**config.mk**
```make
export PLATFORM = sky130hd
export DESIGN_NAME = edge_event_arbiter
export DESIGN_NICKNAME = d
export VERILOG_FILES = /design/src/rtl/edge_evt_pkg.sv /design/src/rtl/edge_capture.sv /design/src/rtl/edge_event_arbiter.sv
export SDC_FILE = /design/constraint.sdc
export NUM_CORES = 1
export LEC_CHECK = 0
export ABC_AREA = 1
export CAP_MARGIN = 20
export CORE_MARGIN = 2
export CORE_UTILIZATION = 58
export CTS_BUF_LIST = sky130_fd_sc_hd__clkbuf_4 sky130_fd_sc_hd__clkbuf_8
export DETAILED_ROUTE_END_ITERATION = 10
export GPL_TIMING_DRIVEN = 0
export HOLD_SLACK_MARGIN = 0.03
export PLACE_DENSITY_LB_ADDON = 0.3
export SLEW_MARGIN = 20
export SYNTH_ARGS = -nofsm -noshare
export SYNTH_HDL_FRONTEND = slang
export SYNTH_SLANG_ARGS = --single-unit
export TNS_END_PERCENT = 5
```
**constraint.sdc**
```tcl
create_clock -name clk -period 3.05 [get_ports clk]
set_input_delay 0.4575 -clock clk [delete_from_list [all_inputs] [get_ports clk]]
set_output_delay 0.4575 -clock clk [all_outputs]
set_load 0.1 [all_outputs]
```
**src/rtl/edge_evt_pkg.sv**
```systemverilog
// Shared constants for the edge event arbiter: default channel count and
// the encodings of its two-state offer FSM.
package edge_evt_pkg;

    localparam int N_CH_DEF = 4;

    localparam logic [0:0] ST_IDLE  = 1'b0;
    localparam logic [0:0] ST_OFFER = 1'b1;

endpackage

```
**src/rtl/edge_capture.sv**
```systemverilog
// One monitored channel: registers the level, detects a rising edge, holds
// it as pending until the arbiter takes it, and flags edges that were lost.
module edge_capture (
    input  logic clk,
    input  logic rst,
    input  logic sig,
    input  logic take,
    input  logic ovf_clr,
    output logic pending,
    output logic ovf
);

    logic sig_q, sig_d;
    logic pending_q, pending_d;
    logic ovf_q, ovf_d;
    logic rise;

    always_comb begin
        sig_d     = sig;
        rise      = sig & ~sig_q;
        // A rise on the cycle this channel is taken becomes a fresh pending event.
        pending_d = rise | (pending_q & ~take);
        if (rise && pending_q && !take) begin
            ovf_d = 1'b1;
        end else if (ovf_clr) begin
            ovf_d = 1'b0;
        end else begin
            ovf_d = ovf_q;
        end
    end

    always_ff @(posedge clk) begin
        if (rst) begin
            sig_q     <= 1'b0;
            pending_q <= 1'b0;
            ovf_q     <= 1'b0;
        end else begin
            sig_q     <= sig_d;
            pending_q <= pending_d;
            ovf_q     <= ovf_d;
        end
    end

    assign pending = pending_q;
    assign ovf     = ovf_q;

endmodule

```
**src/rtl/edge_event_arbiter.sv**
```systemverilog
// Rising-edge detector over N_CH channels with round-robin arbitration and a
// valid/ready event port that can sustain one event per cycle.
module edge_event_arbiter
    import edge_evt_pkg::*;
#(
    parameter int N_CH = N_CH_DEF,
    parameter int ID_W = $clog2(N_CH)
) (
    input  logic            clk,
    input  logic            rst,
    input  logic [N_CH-1:0] sig,
    input  logic            evt_ready,
    input  logic            ovf_clr,
    output logic            evt_valid,
    output logic [ID_W-1:0] evt_id,
    output logic [N_CH-1:0] ovf
);

    // Handshake: an event transfers on a rising edge where evt_valid and
    // evt_ready are both high; evt_id is held stable until that edge, and
    // evt_ready is ignored while evt_valid is low.

    logic [N_CH-1:0] pending;
    logic [N_CH-1:0] take;
    logic [0:0]      state_q, state_d;
    logic [ID_W-1:0] evt_id_q, evt_id_d;
    logic [ID_W-1:0] last_grant_q, last_grant_d;
    logic [ID_W-1:0] win;
    logic [ID_W-1:0] cand;
    logic            found;
    logic            handshake;
    logic            load;

    for (genvar i = 0; i < N_CH; i++) begin : g_ch
        edge_capture u_cap (
            .clk     (clk),
            .rst     (rst),
            .sig     (sig[i]),
            .take    (take[i]),
            .ovf_clr (ovf_clr),
            .pending (pending[i]),
            .ovf     (ovf[i])
        );
    end

    // First pending channel searching upward from the one after the last grant.
    always_comb begin
        found = 1'b0;
        win   = '0;
        cand  = '0;
        for (int k = 1; k <= N_CH; k++) begin
            cand = ID_W'((int'(last_grant_q) + k) % N_CH);
            if (!found && pending[cand]) begin
                found = 1'b1;
                win   = cand;
            end
        end
    end

    always_comb begin
        state_d      = state_q;
        evt_id_d     = evt_id_q;
        last_grant_d = last_grant_q;
        take         = '0;
        handshake    = (state_q == ST_OFFER) && evt_ready;
        load         = ((state_q == ST_IDLE) || handshake) && found;
        if (load) begin
            take[win]    = 1'b1;
            evt_id_d     = win;
            last_grant_d = win;
            state_d      = ST_OFFER;
        end else if (handshake) begin
            state_d = ST_IDLE;
        end
    end

    always_ff @(posedge clk) begin
        if (rst) begin
            state_q      <= ST_IDLE;
            evt_id_q     <= '0;
            last_grant_q <= ID_W'(N_CH - 1);
        end else begin
            state_q      <= state_d;
            evt_id_q     <= evt_id_d;
            last_grant_q <= last_grant_d;
        end
    end

    assign evt_valid = (state_q == ST_OFFER);
    assign evt_id    = evt_id_q;

endmodule

```
==> Yosys cells after proc, flatten, opt, wreduce, memory -nomap -nowiden <==
Index checks and enable logic that the tools add are counted.
{ "totals": {"reg_bits": 17, "out_inout_bits": 7, "word_cells": 99} }
{ "op_classes": {"n_addsub": 4, "magnitude_cmp": 6, "muxes": 26, "bitwise": 21, "n_reduce_logical": 27} }
{ "ops": {"columns": ["cell", "n"], "rows": [
  ["$mux 1", 16],
  ["$lt 2x3->1 const B", 5],
  ["$logic_and 1x1->1", 14],
  ["$reduce_bool 2->1", 5],
  ["$not 1->1", 9],
  ["$and 1x1->1", 8],
  ["$bmux 1 s2", 4],
  ["$mux 2", 4],
  ["$logic_not 1->1", 7],
  ["$add 2x1->2 const B", 2],
  ["$add 2x2->2 const B", 2],
  ["$mux 4", 1],
  ["$or 1x1->1", 4],
  ["$demux 1 s2", 1],
  ["$ge 2x1->1 const B", 1],
  ["$logic_or 1x1->1", 1]
]} }

==> Longest topological paths before layout <==
{ "depth": {"depth_word": 21, "mapped_depth": 14, "depth_no_buf": 13} }

==> By module <==
Synthesis repeated with hierarchy kept, for this count alone.
{ "unflattened": {"cells_unflattened": 143, "area_unflattened_um2": 1047.3} }
{ "modules_own_cells": {"columns": ["mod", "n_inst", "cells_per_inst", "area_each_um2", "seq_area_each_um2"], "rows": [
  ["edge_event_arbiter", 1, 91, 591.8, 100.1],
  ["edge_capture", 4, 13, 113.9, 60.1]
]} }

==> Worst setup path before layout <==
No wires, ideal clock.
{ "synth_path": {"kind": "register to register", "startpoint": "register state_q (netlist: evt_valid)", "endpoint": "register g_ch[2].u_cap.ovf_q", "setup_ps": 72, "t_arrival_ps": 1549, "required_time_ps": 2978, "setup_slack_ps": 1429, "path_stages_with_launch": 7, "path_buffers": 0, "cell_sequence": "dfxtp_1 -> nand2_1 -> nand2_2 -> inv_2 -> nand2_2 -> o21ai_1 -> a21oi_1"} }
{ "synth_between": {"elab_chain_len": 7} }
{ "synth_rtl": {"columns": ["element", "line", "text"], "rows": [
  ["from (decl)", "edge_event_arbiter.sv:25", "logic [0:0] state_q, state_d;"],
  ["from (signal assigned)", "edge_event_arbiter.sv:83", "state_q <= state_d;"],
  ["$logic_and 1x1->1 or $not 1->1 (tied branches)", "edge_event_arbiter.sv:65, edge_event_arbiter.sv:66", null],
  ["$logic_or 1x1->1 *", "edge_event_arbiter.sv:66", "load = ((state_q == ST_IDLE) || handshake) && found;"],
  ["$logic_and 1x1->1 *", "edge_event_arbiter.sv:66", null],
  ["$mux 4 *", "edge_event_arbiter.sv:67", "if (load) begin"],
  ["$logic_not 1->1 *", "edge_capture.sv:23", "if (rise && pending_q && !take) begin"],
  ["$logic_and 1x1->1 *", "edge_capture.sv:23", null],
  ["$mux 1 or $reduce_bool 2->1 (tied branches)", null, null],
  ["to (signal assigned)", "edge_capture.sv:40", "ovf_q <= ovf_d;"],
  ["to (decl)", "edge_capture.sv:15", "logic ovf_q, ovf_d;"]
]} }
Every way passes the cells marked *; elsewhere a longest branch is shown, timed or not.
A chain may end at the register's enable or synchronous reset.

==> Final worst setup path <==
{ "layout_path": {"startpoint": "register g_ch[3].u_cap.ovf_q", "endpoint": "output ovf[3]"} }
{ "layout_rtl": {"columns": ["element", "line", "text"], "rows": [
  ["from (decl)", "edge_capture.sv:15", null],
  ["from (signal assigned)", "edge_capture.sv:40", null],
  ["to (decl)", "edge_event_arbiter.sv:16", "output logic [N_CH-1:0] ovf"]
]} }
No word-level cell between the ends.

==> summary.md <==
| Metric | Value |
|---|---|
| Status | completed |
| RSZ-0062 raised after global routing | no |
| Die W | roughly 44 um |
| RePlAce Congestion | 0.885 |
| Synth area leader | dfxtp_1 |
| First-pass GRT wire length | 3640 um |
| Starting Density | 62.2% |
| Num Clock Sinks | 17 |
| Cts hold-fix bufs | 0 |
| DP HPWL | 1490 um |
| #FFs+latches synth | 17 |
| Dpl ws | just over 1 ns |
| Clock buffer count from CTS | 3 |
| IO Port Bufs | 14 |
| Seq pwr share | 26.8% |
| Vias/cell | between 5 and 6 |
| Sequential cell area fraction in the yosys report | 35.9% |
| Slew @ Worst Pin | 0.975 ns |
| Max FO, Critical Path | 2 |
| Worst setup path category | flip-flop to output pin |
| Netlist Area Pre-Place | 947 sq um |
| Clk root buf | clkbuf_4 |
| H-tree levels | 1 |
| Finish-stage setup viols | 0 |
| DRT Pass-1 Iters | 4 |
| Cell variety after synth | 22 |
| Setup TNS | 0 ns |
| Via count | 893 |
| Vias in the first global route | just under 1000 |
| Die height | 44.4 um |
| Antenna fix cells | 0 |
| Max Slew Vio Count | 0 |
| Die area | 1970 sq um |
| Syn nets | between 100 and 150 |
| Top-area cell type share of the netlist area | around 36% |
| Share of layout cells above drive strength 1 | 27.3% |
| Logic pwr share | 61.5% |
| Crit end category | output pin |
| Ys Warns | 0 |
| CTS tree | built |
| Hold Violations, Final | 0 |
| Clock Latency Late Sink | 0.29 ns |
| Gr usage total | 25.3% |
| Floorplan core area | approximately 1500 sq um |
| Clock period minus worst slack | 2.35 ns |
| CP Data Required Time | 2.59 ns |
| PwrDens | 975 nW/um^2 |
| Commonest non-fill, non-tap cell in the layout | nand2_1 |
| Cts repair resizes | 0 |
| Post-route ant nets | 0 |
| Hold Path Class | flip-flop to flip-flop |
| Switching fraction of total power | about 52% |
| IO Pins | 15 |
| Longest Clk Path Bufs | 2 |
| P_int | 0.531 mW |
| Leading post-synthesis cells by cell area | dfxtp_1, nand2_1, nand2_2, a21oi_2, inv_1 |
| Critical path cell sequence | buf_4 > clkdlybuf4s50_1 |
| FP Rows | 14 |
| Post-layout util | 74.6% |
| Area delta synth->final | 20.1% |
| Leakage Power | 0.530 nW |
| Routed wire length | 1940 um |
| Drt initial violations | 11 |
| CTS clock-pin slew for the worst setup and hold paths | 0.09 ns |
| Peak Freq | between 400 and 500 MHz |
| P_sw | 0.578 mW |
| Grt ovf | 0 |
| Post-CTS setup buffers | 0 |
| Largest net degree at the start of global routing | 11 |
| Worst vdd ir | 0.000494 V |
| DRC viols | 0 |
| Final Net Count | 163 |
| Max stage delay on crit path | 1.11 ns |
| WP data arrival | 1.89 ns |
| Clock share of power | 11.7% |
| Most frequent cells in the layout | nand2_1, dfxtp_1, clkdlybuf4s50_1 |
| Synth Area per Inst | 6.96 sq um |
| Mean routed wirelength per cell | around 11 um |
| Slew Limit Headroom | a little over a third |
| Initial antenna violation count | 0 |
| Gate Count Post-Synth | 136 |
| Clock skew | 0.000952 ns |
| Startpoint Class | flip-flop |
| CP max stage cell | clkdlybuf4s50_1 |
| Max cap viols | 0 |
| Fin crit share | just under 80% |
| Final WS setup | 0.702 ns |
==> synthesized netlist by cell type (all sizes together) <==
library cell  number
nand2             55
dfxtp             17
inv               16
nor2              12
a21oi             10
nand3              7
buf                5
or2                4
nand4              3
o21ai              3
o211ai             2
clkbuf             1
o21bai             1
==> layout make-up <==
cell class | instances | area [sq um]
well taps | 16 | 20.0
flip-flops and latches | 17 | 340
inverters | 16 | 62.6
multi-input cells | 97 | 499
clock buffers | 4 | 30.0
fillers | 123 | 387
repair buffers | 14 | 140
plain buffers | 6 | 45.0
==> critical path: cells and delay by family, from the launching register on <==
kind	cells	cell delay, ns
DFF	1	0.36
buffers and inverters	2	1.23
==> sequential cells by signal (all words and copies together) (netlist names) <==
signal / cells
evt_valid: 1
g_ch.u_cap.pending: 4
g_ch.u_cap.ovf: 4
evt_id: 2
g_ch.u_cap.sig_q: 4
last_grant_q: 2
==> layer usage <==
metal	share of wire, %	routed length [um]	vias up	global-route usage (%)
li1	-	-	458	-
met1	41	795	412	27.7
met2	53	1030	18	45.9
met3	2.9	57	5	2.45
met4	2.6	51	0	16.4
met5	0	0	-	0
==> power groups by stage <==
stage,combinational (mW),sequential [mW],clock [mW]
after floorplan,0.465,0.386,0
final,0.682,0.297,0.130
after detailed placement,0.683,0.301,0
after global placement,0.656,0.298,0
after CTS,0.688,0.296,0.133
after global routing,0.750,0.302,0.135
==> metrics by stage <==
step                hold WS, ns  instances  total power, mW  instance area (sq um)
global route              0.504        170             1.19                   1140
finish                    0.486        170             1.11                   1140
detailed placement        0.471        166            0.985                   1110
global placement          0.455        166            0.954                   1110
floorplan                 0.444        136            0.851                    947
CTS                       0.491        170             1.12                   1140
==> worst paths after layout <==
kind	from	end	slack, ns	cells past startpoint
hold / removal	g_ch[1].u_cap.ovf$_SDFFE_PP0P_	g_ch[1].u_cap.ovf$_SDFFE_PP0P_	0.49	2
hold reg to reg	g_ch[1].u_cap.ovf$_SDFFE_PP0P_	g_ch[1].u_cap.ovf$_SDFFE_PP0P_	0.49	2
setup reg to reg	last_grant_q[0]$_SDFFE_PP1P_	g_ch[0].u_cap.ovf$_SDFFE_PP0P_	1.40	11
setup / recovery	g_ch[3].u_cap.ovf$_SDFFE_PP0P_	ovf[3]	0.70	2
==> cell families after synthesis <==
family	after synthesis	synth area share, %
buf+inv	22	11.4
compound gates	16	12.0
simple gates	81	40.7
flops	17	35.9
(Power assumes the default switching activity.)
